--- src/rtl/sram_regfile_sequencer.sv ---
`timescale 1ns/1ps
// sram_regfile_sequencer: a single start command runs one of three jobs.
//   FILL  - write a descending pattern into the whole SRAM
//   LOAD  - copy one 2^REG_AW-word SRAM block into the register file
//   DUMP  - stream register pairs (r[i], r[i+half]) over a valid/ready port
// All memory/regfile controls are decoded from the state and the index
// counter. dump_a/dump_b and err are registered.
module sram_regfile_sequencer #(
  parameter int ADDR_W = 7,
  parameter int DATA_W = 32,
  parameter int REG_AW = 5
) (
  input  logic                     clk,
  input  logic                     rst_n,
  input  logic                     start,
  input  logic [1:0]               cmd,
  input  logic [ADDR_W-REG_AW-1:0] block,
  output logic                     busy,
  output logic                     done,
  output logic                     err,
  output logic                     n_mem_oe,
  output logic                     n_mem_we,
  output logic [ADDR_W-1:0]        mem_addr,
  output logic [DATA_W-1:0]        mem_wdata,
  input  logic [DATA_W-1:0]        mem_rdata,
  output logic                     rf_we,
  output logic [REG_AW-1:0]        rf_wsel,
  output logic [DATA_W-1:0]        rf_wdata,
  output logic [REG_AW-1:0]        rf_rsel1,
  output logic [REG_AW-1:0]        rf_rsel2,
  input  logic [DATA_W-1:0]        rf_rdata1,
  input  logic [DATA_W-1:0]        rf_rdata2,
  output logic                     dump_valid,
  input  logic                     dump_ready,
  output logic [DATA_W-1:0]        dump_a,
  output logic [DATA_W-1:0]        dump_b
);

  localparam int BLK_W = ADDR_W - REG_AW;
  localparam logic [ADDR_W-1:0] FILL_LAST = '1;
  localparam logic [ADDR_W-1:0] LOAD_LAST = ADDR_W'((1 << REG_AW) - 1);
  localparam logic [ADDR_W-1:0] DUMP_LAST = ADDR_W'((1 << (REG_AW - 1)) - 1);
  localparam logic [REG_AW-1:0] HALF      = REG_AW'(1 << (REG_AW - 1));

  typedef enum logic [2:0] {
    S_IDLE,
    S_FILL,
    S_LOAD,
    S_LOAD_DRAIN,
    S_DUMP_SEL,
    S_DUMP_OUT,
    S_DONE
  } state_t;

  state_t             state, state_nxt;
  logic [ADDR_W-1:0]  idx, idx_nxt;
  logic [BLK_W-1:0]   blk_q;
  logic               err_q;
  logic               accept;

  assign accept = (state == S_IDLE) && start;

  // State and index register.
  always_ff @(posedge clk or negedge rst_n) begin
    if (!rst_n) begin
      state <= S_IDLE;
      idx   <= '0;
    end else begin
      state <= state_nxt;
      idx   <= idx_nxt;
    end
  end

  // Command-side registers: block latch, err pulse, dump pair capture.
  always_ff @(posedge clk or negedge rst_n) begin
    if (!rst_n) begin
      blk_q  <= '0;
      err_q  <= 1'b0;
      dump_a <= '0;
      dump_b <= '0;
    end else begin
      if (accept) blk_q <= block;
      err_q <= accept && (cmd == 2'b11);
      if (state == S_DUMP_SEL) begin
        dump_a <= rf_rdata1;
        dump_b <= rf_rdata2;
      end
    end
  end

  // Next-state and index-counter logic.
  always_comb begin
    state_nxt = state;
    idx_nxt   = idx;
    case (state)
      S_IDLE: begin
        idx_nxt = '0;
        if (start) begin
          case (cmd)
            2'b00:   state_nxt = S_FILL;
            2'b01:   state_nxt = S_LOAD;
            2'b10:   state_nxt = S_DUMP_SEL;
            default: state_nxt = S_IDLE;
          endcase
        end
      end
      S_FILL: begin
        idx_nxt = idx + ADDR_W'(1);
        if (idx == FILL_LAST) state_nxt = S_DONE;
      end
      S_LOAD: begin
        idx_nxt = idx + ADDR_W'(1);
        if (idx == LOAD_LAST) state_nxt = S_LOAD_DRAIN;
      end
      S_LOAD_DRAIN: state_nxt = S_DONE;
      S_DUMP_SEL:   state_nxt = S_DUMP_OUT;
      S_DUMP_OUT: begin
        if (dump_ready) begin
          if (idx == DUMP_LAST) begin
            state_nxt = S_DONE;
          end else begin
            idx_nxt   = idx + ADDR_W'(1);
            state_nxt = S_DUMP_SEL;
          end
        end
      end
      S_DONE: begin
        idx_nxt   = '0;
        state_nxt = S_IDLE;
      end
      default: begin
        idx_nxt   = '0;
        state_nxt = S_IDLE;
      end
    endcase
  end

  // Output decode from state and index.
  always_comb begin
    busy       = 1'b0;
    done       = 1'b0;
    n_mem_oe   = 1'b1;
    n_mem_we   = 1'b1;
    mem_addr   = '0;
    mem_wdata  = '0;
    rf_we      = 1'b0;
    rf_wsel    = '0;
    rf_wdata   = '0;
    rf_rsel1   = '0;
    rf_rsel2   = '0;
    dump_valid = 1'b0;
    case (state)
      S_FILL: begin
        busy      = 1'b1;
        n_mem_we  = 1'b0;
        mem_addr  = idx;
        mem_wdata = DATA_W'(FILL_LAST - idx);
      end
      S_LOAD: begin
        busy     = 1'b1;
        n_mem_oe = 1'b0;
        mem_addr = {blk_q, idx[REG_AW-1:0]};
        // Read data lags the address by one cycle, so the write trails by one.
        if (idx != '0) begin
          rf_we    = 1'b1;
          rf_wsel  = idx[REG_AW-1:0] - REG_AW'(1);
          rf_wdata = mem_rdata;
        end
      end
      S_LOAD_DRAIN: begin
        busy     = 1'b1;
        rf_we    = 1'b1;
        rf_wsel  = '1;
        rf_wdata = mem_rdata;
      end
      S_DUMP_SEL: begin
        busy     = 1'b1;
        rf_rsel1 = idx[REG_AW-1:0];
        rf_rsel2 = idx[REG_AW-1:0] + HALF;
      end
      S_DUMP_OUT: begin
        busy       = 1'b1;
        dump_valid = 1'b1;
      end
      S_DONE:  done = 1'b1;
      default: ;
    endcase
  end

  assign err = err_q;

endmodule
--- config.mk ---
export PLATFORM = sky130hd
export DESIGN_NAME = sram_regfile_sequencer
export DESIGN_NICKNAME = d
export VERILOG_FILES = /design/src/rtl/sram_regfile_sequencer.sv
export SDC_FILE = /design/constraint.sdc
export NUM_CORES = 1
export LEC_CHECK = 0
export CAP_MARGIN = 20
export CORE_AREA = 2 2 101 103
export DETAILED_ROUTE_END_ITERATION = 10
export DIE_AREA = 0 0 103 105
export DONT_BUFFER_PORTS = 1
export PLACE_DENSITY_LB_ADDON = 0.05
export SLEW_MARGIN = 10
export SYNTH_ARGS = -nofsm -noshare
export SYNTH_HDL_FRONTEND = slang
export SYNTH_SLANG_ARGS = --single-unit
--- constraint.sdc ---
create_clock -name clk -period 2.25 [get_ports clk]
set_input_delay 0.1125 -clock clk [delete_from_list [all_inputs] [get_ports clk]]
set_output_delay 0.1125 -clock clk [all_outputs]
set_load 0.01 [all_outputs]
=== After elaboration in Yosys (flattened, before gate mapping) ===
Index checks and enable logic that the tools add are counted.

* Output and inout port bits: 157
* Word-level logic and storage cells: 63
* Bits of input ports: 104
* Register bits after elaboration: 77

* Equality and inequality tests: 17
* Reduce and logical (&&, ||, !) cells: 10
* $add $sub $neg: 4
* Bitwise logic cells: 1
* Muxes and demuxes: 25

{| class="wikitable"
|+ Operators by type and width
! kind !! count
|-
| $mux W32 || 2
|-
| $pmux W32 S2 || 1
|-
| $pmux W7 S3 || 1
|-
| $pmux W3 S6 || 1
|-
| $mux W5 || 3
|-
| $mux W7 || 2
|-
| $pmux W7 S2 || 1
|-
| $mux W3 || 4
|-
| $ne A2 B2 Y1 const B || 5
|-
| $pmux W5 S2 || 1
|-
| $eq A3 B3 Y1 const B || 3
|-
| $pmux W3 S3 || 1
|-
| $sub A7 B7 Y8 const A || 1
|-
| $add A7 B1 Y7 const B || 1
|-
| $eq A7 B4 Y1 const B || 1
|-
| $eq A7 B5 Y1 const B || 1
|-
| $eq A7 B7 Y1 const B || 1
|-
| $reduce_bool A7 Y1 || 1
|-
| $eq A3 B2 Y1 const B || 2
|-
| $mux W1 || 6
|-
| $add A5 B5 Y5 const B || 1
|-
| $reduce_or A5 Y1 || 1
|-
| $sub A5 B1 Y5 const B || 1
|-
| $eq A2 B2 Y1 const B || 2
|-
| 11 further kinds || 13
|}

=== Depth between registers and ports, before layout ===
Gate-level depths: netlist of the first run.

* Word-level depth: 4
* Mapped depth: 6
* Depth with buffers taken out: 6

=== Worst setup path before layout of the first run ===
No wires, ideal clock.

* Path type: register -> register
* From: register idx[0]
* To: register state[0]
* Path buffers: 0
* Clock period less this slack: 1.690 ns
* Path slack: 0.560 ns
* Library setup time: 0.126 ns
* Data arrival time: 1.565 ns
* Required time: 2.124 ns
* Cell stages (with the launch flop): 7
* Cell sequence: dfrtp_1 > ha_1 > and4_4 > a211o_1 > a22oi_2 > or3_1 > o21ai_2

* Cells in the longest elaborated chain, start to end: 3
* Elaborated cells between the ends (all ways): 5
* Those cells by class: 4 x eq/ne; 1 x reduce/logical

{| class="wikitable"
|+ RTL lines
! element !! line !! RTL
|-
| from (decl) || 56 || <nowiki>logic [ADDR_W-1:0] idx, idx_nxt;</nowiki>
|-
| from (signal assigned) || 70 || <nowiki>idx <= idx_nxt;</nowiki>
|-
| $eq A7 B5 Y1 / $eq A7 B7 Y1 (equally long branches) || 113, 109 ||
|-
| $ne A2 B2 Y1 (no line) || - ||
|-
| $reduce_and A4 Y1 (no line) * || - ||
|-
| to (signal assigned) || 69 || <nowiki>state <= state_nxt;</nowiki>
|-
| to (decl) || 55 || <nowiki>state_t state, state_nxt;</nowiki>
|}

Mark *: on every way between the ends. The rest lies on a longest branch, timed or not.
A chain may end at the register's enable or synchronous reset.

=== Worst setup path in the final report of the first run ===
* From: register idx[0]
* To: output rf_wsel[2]

* Cells in the longest elaborated chain, start to end: 3
* Elaborated cells between the ends (all ways): 4
* Those cells by class: 1 x add/sub; 2 x mux; 1 x reduce/logical

{| class="wikitable"
|+ RTL lines
! element !! line !! RTL
|-
| $sub A5 B1 Y5 / $reduce_bool A7 Y1 (equally long branches) || 166, 164 ||
|-
| $mux W5 * || 164 || <nowiki>if (idx != '0) begin</nowiki>
|-
| $pmux W5 S2 * || 152 || <nowiki>case (state)</nowiki>
|-
| to (decl) || 27 || <nowiki>output logic [REG_AW-1:0] rf_wsel,</nowiki>
|}

Marked as above.

==> results of run 1 <==
## sequential cells by signal, indices dropped and copies added, names as in the netlist
signal / cells
err: 1
dump_b: 32
idx: 7
state: 3
blk_q: 2
dump_a: 32
## cells in the mapped netlist (2+ instances only)
master / instances
nand2b_1: 2
mux2_2: 66
nor2b_1: 3
clkbuf_1: 3
ha_1: 3
nand3_1: 2
inv_1: 7
a22o_1: 2
nor3_1: 3
buf_4: 30
o21ai_0: 9
nand2_1: 13
and3_1: 7
dfrtp_1: 77
a31oi_1: 4
buf_2: 14
nand4_1: 2
a21boi_0: 5
o211ai_1: 2
and2_1: 32
o2bb2ai_1: 2
xnor2_1: 2
a21oi_1: 11
nor2_1: 27
a211o_1: 2
## report_power, final
part           total [uW]  switching, uW  internal [uW]  leakage [uW]
logic                2700           1330           1380       0.00113
clock network        1170            546            629      0.000106
registers            2910            841           2070      0.000913
total                6790           2710           4070       0.00215
## worst reg2reg max path, cell delays in order, from the launching register on
cell           delay, ns
dfrtp_1             0.44
buf_4               0.20
nor2_4              0.22
and3_1              0.26
and3_1              0.16
dlygate4sd3_1       0.54
## worst max-delay path by stage
stage | endpoint | slack (ns) | depth (start not counted)
after floorplan | state[0] | 0.56 | 6
after global placement | state[0] | 0.46 | 6
after detailed placement | state[0] | 0.41 | 6
after CTS | rf_wsel[2] | 0.10 | 5
after global routing | rf_wsel[2] | 0.0009 | 5
final | rf_wsel[2] | 0.14 | 5
## logic make-up (layout without fill, tap and decap cells)
| family | count (synthesis) | count (layout) | synth area share (%) |
|---|---|---|---|
| other cells | 1 | 25 | 0.0941 |
| compound gates | 49 | 49 | 8.60 |
| buf+inv | 58 | 105 | 8.98 |
| mux | 67 | 67 | 18.9 |
| xor+xnor | 3 | 3 | 0.659 |
| flops | 77 | 77 | 48.4 |
| simple gates | 99 | 99 | 13.5 |
| fa+ha+maj | 3 | 3 | 0.942 |
## layer usage
layer | part of all wire (%) | global-route usage, %
met1 | 41 | 24.5
met2 | 49 | 29.4
met3 | 8.7 | 8.16
met4 | 0.93 | 4.42
met5 | 0 | 0
## cells in the final DEF (no fill, tap or decap), types with 3 or more instances in the layout
cell,n
o21ai_0,9
a21oi_1,11
a21boi_0,3
dlygate4sd3_1,69
buf_4,10
a31oi_1,4
and3_1,7
and2_1,32
dfrtp_1,76
nor2_1,27
conb_1,25
ha_1,3
nor3_1,3
clkbuf_8,9
inv_1,7
nor2b_1,3
nand2_1,12
mux2_2,66
## final cells by class
class	count	area, sq um	area share [%]
timing repair buffer	81	813	16.4
tap	133	166	3.35
sequential	77	1930	38.9
clock buffer	9	124	2.50
multi-input combinational	246	1800	36.3
inverter	9	35.0	0.706
clock inverter	6	93.8	1.89
## through the flow
step | utilization (%) | power, uW | cell area (sq um) | hold WS (ns) | setup slack [ns]
after floorplan | - | 4930 | 4080 | -0.183 | 0.560
after global placement | 41.7 | 5520 | 4020 | -0.181 | 0.463
after detailed placement | 41.7 | 5530 | 4020 | -0.181 | 0.411
after CTS | 51.5 | 6850 | 4960 | 0.0112 | 0.100
after global routing | 51.5 | 7250 | 4960 | 0.0603 | 0.000883
final | 51.5 | 6790 | 4960 | 0.0222 | 0.144
## timing repair
item,CTS,global route
hold buffers,70,0
endpoints found under the setup margin,0,5
endpoints found under the hold margin,144,0
gates resized for setup,0,3
==> results.sh, run 1 <==
export IMPL_crit_chain="inv_1 -> ha_1 -> a41oi_2 -> buf_4 -> a21boi_0"
export IMPL_post_cts_buffers=0
export IMPL_rows=36
export IMPL_finalCriticalPeriod_ns=2.11
export IMPL_htree_num_levels=3
export IMPL_route_vias_total=2868
export IMPL_clkTransAtPathRegs_ns=0.08
export IMPL_holdCritPathClass="in -> reg"
export IMPL_synth_edf_count=0
export IMPL_die_area_sq_um=10800
export IMPL_dpl_cell_count=476
export IMPL_fin_nets=531
export IMPL_min_period_over_period_pct=93.6
export IMPL_drt_iter0_drc=116
export IMPL_setup_violations=0
export IMPL_synth_top_area_share_pct=48.4
export IMPL_io_pins=261
export IMPL_max_stage_delay_ns=0.47
export IMPL_vias_per_cell=5.11
export IMPL_areaGrowthSynthToFinish_pct=24.5
export IMPL_antenna_found_initial=0
export IMPL_synth_seq_cells=77
export IMPL_die_w_um=103
export IMPL_antenna_cells=0
export IMPL_drive_gt1_share_pct=24.8
export IMPL_initial_core_util_pct=41.3
export IMPL_ant_nets=0
export IMPL_fp_dieH_um=105
export IMPL_end_kind="output port"
export IMPL_p_leak_uw=0.00215
export IMPL_r2r_slack_ns=0.37
export IMPL_cts_tree="done"
export IMPL_status="completed"
export IMPL_place_detailed_hpwl_um=7180
export IMPL_worstPathMaxFanout=16
export IMPL_slew_violations=0
export IMPL_grt_pass1_wl_um=15900
export IMPL_cts_root_buf="clkbuf_8"
export IMPL_crit_slowest_cell="dfrtp_1"
export IMPL_path_delay_family="compound AO/OA/AOI/OAI gates"
export IMPL_maxCapViolations=0
export IMPL_fin_skew_ns=0.0120
export IMPL_core_sq_um=9640
export IMPL_wl_per_cell_um=18.3
export IMPL_min_to="idx[5]"
export IMPL_crit_arrival_ns=1.99
export IMPL_max_freq_ghz=0.475
export IMPL_port_buffers=0
export IMPL_syn_area_sq_um=3990
export IMPL_final_cell_count_no_fill=561
export IMPL_clock_sinks=77
export IMPL_hold_violations=0
export IMPL_worstSkewPairLatency_ns=0.35
export IMPL_async_reset_ff_share_pct=100
export IMPL_grt_max_degree=78
export IMPL_min_delay_path_depth=3
export IMPL_ys_seq_area_share_pct=48.4
export IMPL_drc_errors=0
export IMPL_wirelength_um=10200
export IMPL_gp_congestion=0.832
export IMPL_grt_ovfl_total=0
export IMPL_p_per_area_nw_per_um2=1370
export IMPL_tns_ns=0
export IMPL_required_ns=2.14
export IMPL_synth_area_top_cells="dfrtp_1 (48%), mux2_2 (19%), buf_4 (5.7%)"
export IMPL_postSynth_topFlopCell="dfrtp_1"
export IMPL_path_class="reg -> out"
export IMPL_synth_avg_cell_area_sq_um=11.2
export IMPL_yosys_warnings=0
export IMPL_cts_buffers=9
export IMPL_reg2reg_depth=5
export IMPL_r2r_start="state[1]"
export IMPL_ir_drop_mv=0.669
export IMPL_cp_num_buf_inv=2
export IMPL_cts_buffer_depth=2
export IMPL_grt_pass1_vias=2955
export IMPL_hold_start="dump_ready"
export IMPL_fillerInstances=847
export IMPL_first_pass_iters=4
export IMPL_critPathLaunch="idx[0]"
export IMPL_ys_types=52
export IMPL_track_usage_pct=19.0
export IMPL_yosys_area_top_type="dfrtp_1"
export IMPL_synthCells=357
export IMPL_reg2reg_to="err"
export IMPL_startpoint_type="flop"
export IMPL_rsz0062_at_grt="false"
No activity file was read; power rests on OpenSTA's default activity.
==> inputs of run 2 (changes only) <==
Settings changed: PLACE_DENSITY_LB_ADDON 0.05 to 0.1, SLEW_MARGIN 10 to unset.
Clock period 2.25 ns to 2.3 ns, I/O delays scaled along.
==> run 2 against run 1 <==
- core utilization up 0.052 points
- via count up 1.3%
- critical path depth unchanged
- non-clock buffer count unchanged
- clock power down 4%
- global-route usage up 0.72 points
- critical endpoint is now rf_wdata[31]
==> results.sh, run 2 (same netlist as run 1, synthesis figures left out) <==
export IMPL_place_detailed_hpwl_um=7680
export IMPL_cp_depth=5
export IMPL_rsz0062_at_grt="false"
export IMPL_min_period_over_period_pct=92.2
export IMPL_clkTransAtPathRegs_ns=0.10
export IMPL_grt_max_degree=78
export IMPL_path_delay_family="flip-flops"
export IMPL_slew_violations=0
export IMPL_crit_arrival_ns=2.01
export IMPL_antenna_found_initial=0
export IMPL_drc_errors=0
export IMPL_setup_violations=0
export IMPL_die_w_um=103
export IMPL_ir_drop_mv=0.631
export IMPL_startpoint_type="flop"
export IMPL_die_area_sq_um=10800
export IMPL_cp_num_buf_inv=2
export IMPL_drt_iter0_drc=98
export IMPL_first_pass_iters=4
export IMPL_cts_buffer_depth=2
export IMPL_track_usage_pct=19.7
export IMPL_tightestPinTransition_ns=0.530
export IMPL_hold_violations=0
export IMPL_p_total_uw=6620
export IMPL_areaGrowthSynthToFinish_pct=24.6
export IMPL_rows=36
export IMPL_grt_ovfl_total=0
export IMPL_p_per_area_nw_per_um2=1330
export IMPL_end_kind="output port"
export IMPL_min_delay_path_depth=3
export IMPL_required_ns=2.18
export IMPL_fin_nets=531
export IMPL_worstSkewPairLatency_ns=0.36
export IMPL_worstPathMaxFanout=33
export IMPL_slew_headroom_pct=64.6
export IMPL_port_buffers=0
export IMPL_wl_per_cell_um=19.2
export IMPL_cts_tree="done"
export IMPL_ant_nets=0
export IMPL_max_stage_delay_ns=0.51
export IMPL_p_leak_uw=0.00214
export IMPL_biggestRegsByFlops="dump_a: 32 flops, dump_b: 32 flops, idx: 7 flops"
export IMPL_fp_dieH_um=105
export IMPL_gp_congestion=0.789
export IMPL_reg2reg_depth=6
export IMPL_cts_buffers=9
export IMPL_holdCritPathClass="in -> reg"
export IMPL_clock_sinks=77
export IMPL_route_vias_total=2904
export IMPL_drive_gt1_share_pct=24.9
export IMPL_grt_pass1_wl_um=16300
export IMPL_path_class="reg -> out"
export IMPL_wirelength_um=10800
export IMPL_crit_slowest_cell="dfrtp_1"
export IMPL_core_sq_um=9640
export IMPL_fin_skew_ns=0.0124
export IMPL_initial_core_util_pct=41.3
export IMPL_finalCriticalPeriod_ns=2.12
export IMPL_max_freq_ghz=0.471
export IMPL_maxCapViolations=0
export IMPL_final_cell_mix="dfrtp_1 (75), dlygate4sd3_1 (70), mux2_2 (66)"
export IMPL_vias_per_cell=5.17
export IMPL_final_common_cell="dfrtp_1"
export IMPL_cts_root_buf="clkbuf_8"
export IMPL_status="completed"
export IMPL_io_pins=261
export IMPL_crit_chain="inv_1 -> ha_1 -> a41oi_2 -> buf_6 -> and2_1"
export IMPL_tns_ns=0
export IMPL_grt_pass1_vias=2955
export IMPL_htree_num_levels=3
export IMPL_antenna_cells=0
export IMPL_fillerInstances=865
-- run 2: changes by cell type in the layout (fill, tap and decap cells not counted), sizes merged --
cell,delta
inv,+1
bufinv,-1
buf,-1
clkinv,+1
dlygate4sd3,+1
-- run 2: area by class of cell --
cell class                 instances  area (sq um)  area share (%)
tap                              133           166            3.35
clock buffer                       9           124            2.49
clock inverter                     7          91.3            1.84
multi-input combinational        246          1800            36.3
inverter                           9          35.0           0.705
sequential                        77          1930            38.9
timing repair buffer              81           820            16.5
-- run 2: path summary, 6_finish.rpt --
check                           slack (ns)      endpoint      from
min in group asynchronous             0.31    dump_b[17]     rst_n
worst max register to register        0.34      state[0]    idx[1]
worst max-delay path                  0.18  rf_wdata[31]    idx[1]
max in group asynchronous             1.66      state[1]     rst_n
worst min register to register        0.53      blk_q[0]  blk_q[0]
worst min-delay path                  0.04      state[2]    cmd[0]
-- run 2: timing repair --
| item | CTS | global route |
|---|---|---|
| setup endpoints to repair | 0 | 33 |
| hold buffers | 71 | 0 |
| resized for setup | 0 | 3 |
| buffers inserted | 0 | 0 |
| hold endpoints to repair | 145 | 0 |
-- run 2: worst reg2reg max path: cells and delay by family, from the launching register on --
kind	cells	cell delay, ns
flops	1	0.51
fa+ha+maj	1	0.30
simple gates	3	0.89
compound gates	2	0.18
-- run 2: power by group --
part           internal (uW)  switching [uW]
combinational           1330            1270
sequential              2020             875
clock                    528             589
-- run 2: per-stage QoR --
step	utilization, %	setup slack, ns	hold slack (ns)	cells	instance area (sq um)
floorplan	-	0.610	-0.181	381	4080
global placement	41.7	0.358	-0.179	475	4020
detailed placement	41.7	0.353	-0.179	475	4020
CTS	51.5	0.0732	0.00838	562	4960
global route	51.5	0.0113	0.0257	562	4970
finish	51.5	0.179	0.0400	562	4970
-- run 2: layer usage --
metal	routed length, um	GRT usage [%]	up-vias
li1	-	-	1308
met1	4460	26.4	1420
met2	5170	29.3	162
met3	996	7.56	14
met4	181	6.11	0
met5	0	0	-
==> inputs of run 3 (changes only) <==
Settings changed: REMOVE_ABC_BUFFERS set to 1.
Clock period 2.3 ns to 2.35 ns, I/O delays scaled along.
==> run 3 against run 2 <==
- combinational power about the same
- critical path depth up 1
- core utilization up 0.45 points
- critical endpoint is now rf_wsel[0]
==> results.sh, run 3 (same netlist as run 1, synthesis figures left out) <==
export IMPL_status="completed"
export IMPL_grt_pass1_vias=2923
export IMPL_gp_congestion=0.860
export IMPL_crit_slowest_cell="dfrtp_1"
export IMPL_drc_errors=0
export IMPL_maxCapViolations=0
export IMPL_crit_arrival_ns=2.00
export IMPL_antenna_cells=0
export IMPL_worstPathMaxFanout=15
export IMPL_final_cell_mix="dfrtp_1 (76), dlygate4sd3_1 (69), mux2_2 (66)"
export IMPL_utilization_pct=52.0
export IMPL_htree_num_levels=3
export IMPL_r2r_slack_ns=0.46
export IMPL_stdcell_area_sq_um=5010
export IMPL_cts_root_buf="clkbuf_8"
export IMPL_grt_pass1_wl_um=15400
export IMPL_port_buffers=0
export IMPL_post_cts_buffers=0
export IMPL_io_pins=261
export IMPL_vias_per_cell=5.18
export IMPL_clock_sinks=77
export IMPL_ir_drop_mv=0.484
export IMPL_ant_nets=0
export IMPL_cp_common_cell="buf_4"
export IMPL_swShare_pct=39.6
export IMPL_fin_nets=534
export IMPL_internal_power_uw=3970
export IMPL_worstSkewPairLatency_ns=0.34
export IMPL_required_ns=2.23
export IMPL_p_switching_uw=2600
export IMPL_crit_chain="inv_1 -> ha_1 -> a41oi_2 -> buf_4 -> a21boi_0 -> buf_4"
export IMPL_end_kind="output port"
export IMPL_fp_dieH_um=105
export IMPL_startpoint_type="flop"
export IMPL_power_frac_seq_pct=42.6
export IMPL_rsz0062_at_grt="false"
export IMPL_wl_per_cell_um=18.2
export IMPL_max_freq_ghz=0.473
export IMPL_path_class="reg -> out"
export IMPL_final_common_cell="dfrtp_1"
export IMPL_first_pass_iters=5
export IMPL_hold_violations=0
export IMPL_grt_max_degree=78
export IMPL_max_stage_delay_ns=0.50
export IMPL_finalCriticalPeriod_ns=2.12
export IMPL_drt_iter0_drc=94
export IMPL_initial_core_util_pct=41.3
export IMPL_fillerInstances=863
export IMPL_rows=36
export IMPL_min_delay_path_depth=3
export IMPL_post_dp_cell_area_sq_um=4060
export IMPL_cts_tree="done"
export IMPL_cts_buffer_depth=2
export IMPL_p_total_uw=6560
export IMPL_drive_gt1_share_pct=25.5
export IMPL_holdCritPathClass="in -> reg"
export IMPL_route_vias_total=2924
export IMPL_p_leak_uw=0.00218
export IMPL_track_usage_pct=18.4
export IMPL_die_w_um=103
export IMPL_areaGrowthSynthToFinish_pct=25.7
export IMPL_pwr_share_clk_pct=17.7
export IMPL_antenna_found_initial=0
export IMPL_biggestRegsByFlops="dump_a: 32 flops, dump_b: 32 flops, idx: 7 flops"
export IMPL_fin_skew_ns=0.0114
export IMPL_die_area_sq_um=10800
export IMPL_grt_ovfl_total=0
export IMPL_core_sq_um=9640
export IMPL_p_comb_share_pct=39.7
export IMPL_reg2reg_depth=4
export IMPL_min_period_over_period_pct=90.1
export IMPL_clkTransAtPathRegs_ns=0.08
export IMPL_p_per_area_nw_per_um2=1310
export IMPL_wirelength_um=10300
export IMPL_slew_violations=0
export IMPL_setup_violations=0
export IMPL_place_detailed_hpwl_um=6910
export IMPL_cts_buffers=9
-- run 3: cell types whose count changed in the layout (fill, tap and decap cells not counted) --
cell and change:
buf_12 +1, buf_4 +4, buf_6 -1, bufinv_16 +1, clkbuf_8 +1, clkinv_2 +1, clkinv_8 -1, clkinvlp_4 -1
dfrtp_1 +1, dfrtp_2 -1, dlygate4sd3_1 -1, inv_6 -1
-- run 3: layout make-up --
class | instances | area, sq um | share of cell area [%]
Clock buffer | 10 | 138 | 2.75
Multi-Input combinational cell | 246 | 1800 | 35.9
Sequential cell | 77 | 1930 | 38.5
Timing Repair Buffer | 84 | 848 | 16.9
Tap cell | 133 | 166 | 3.32
Inverter | 9 | 35.0 | 0.699
Clock inverter | 6 | 93.8 | 1.87
-- run 3: layer usage --
layer	wire length [um]	global-route usage (%)	part of all wire, %	vias to the layer above
li1	-	-	-	1316
met1	3840	20.2	37	1421
met2	5340	32.4	52	171
met3	903	5.69	8.8	16
met4	210	7.14	2.0	0
met5	0	0	0	-
-- run 3: path summary, 6_finish.rpt --
path / startpoint / endpoint
setup / recovery: idx[0] / rf_wsel[0]
hold / removal: dump_ready / idx[5]
setup reg to reg: state[0] / err
hold reg to reg: blk_q[1] / blk_q[1]
max in group asynchronous: rst_n / state[1]
min in group asynchronous: rst_n / dump_b[25]
-- run 3: worst max-delay path, delay by kind of cell, from the launching register on --
kind,cells,cell delay [ns]
adder cells (fa/ha/maj),1,0.23
AO/OA/AOI/OAI,2,0.42
flip-flops,1,0.50
buffers and inverters,3,0.52
-- run 3: power by group through the flow --
stage	combinational, uW	clock [uW]	sequential, uW
floorplan	1960	0	2670
global placement	2470	0	2800
detailed placement	2490	0	2820
CTS	2630	1200	2790
global route	2860	1260	2890
finish	2600	1160	2800
-- run 3: stage by stage --
step / setup TNS (ns) / setup slack, ns / hold WS, ns / cells
floorplan: -33.83 / -0.470 / -0.178 / 332
global placement: 0 / 0.536 / -0.177 / 479
detailed placement: 0 / 0.467 / -0.176 / 479
CTS: 0 / 0.121 / 0.0157 / 565
global route: 0 / 0.0759 / 0.0526 / 565
finish: 0 / 0.234 / 0.0380 / 565
-- run 3: repair_timing --
item,4_1_cts,5_1_grt
hold buffers,70,0
hold endpoints to repair,144,0
gates resized for setup,0,1
endpoints found under the setup margin,0,2
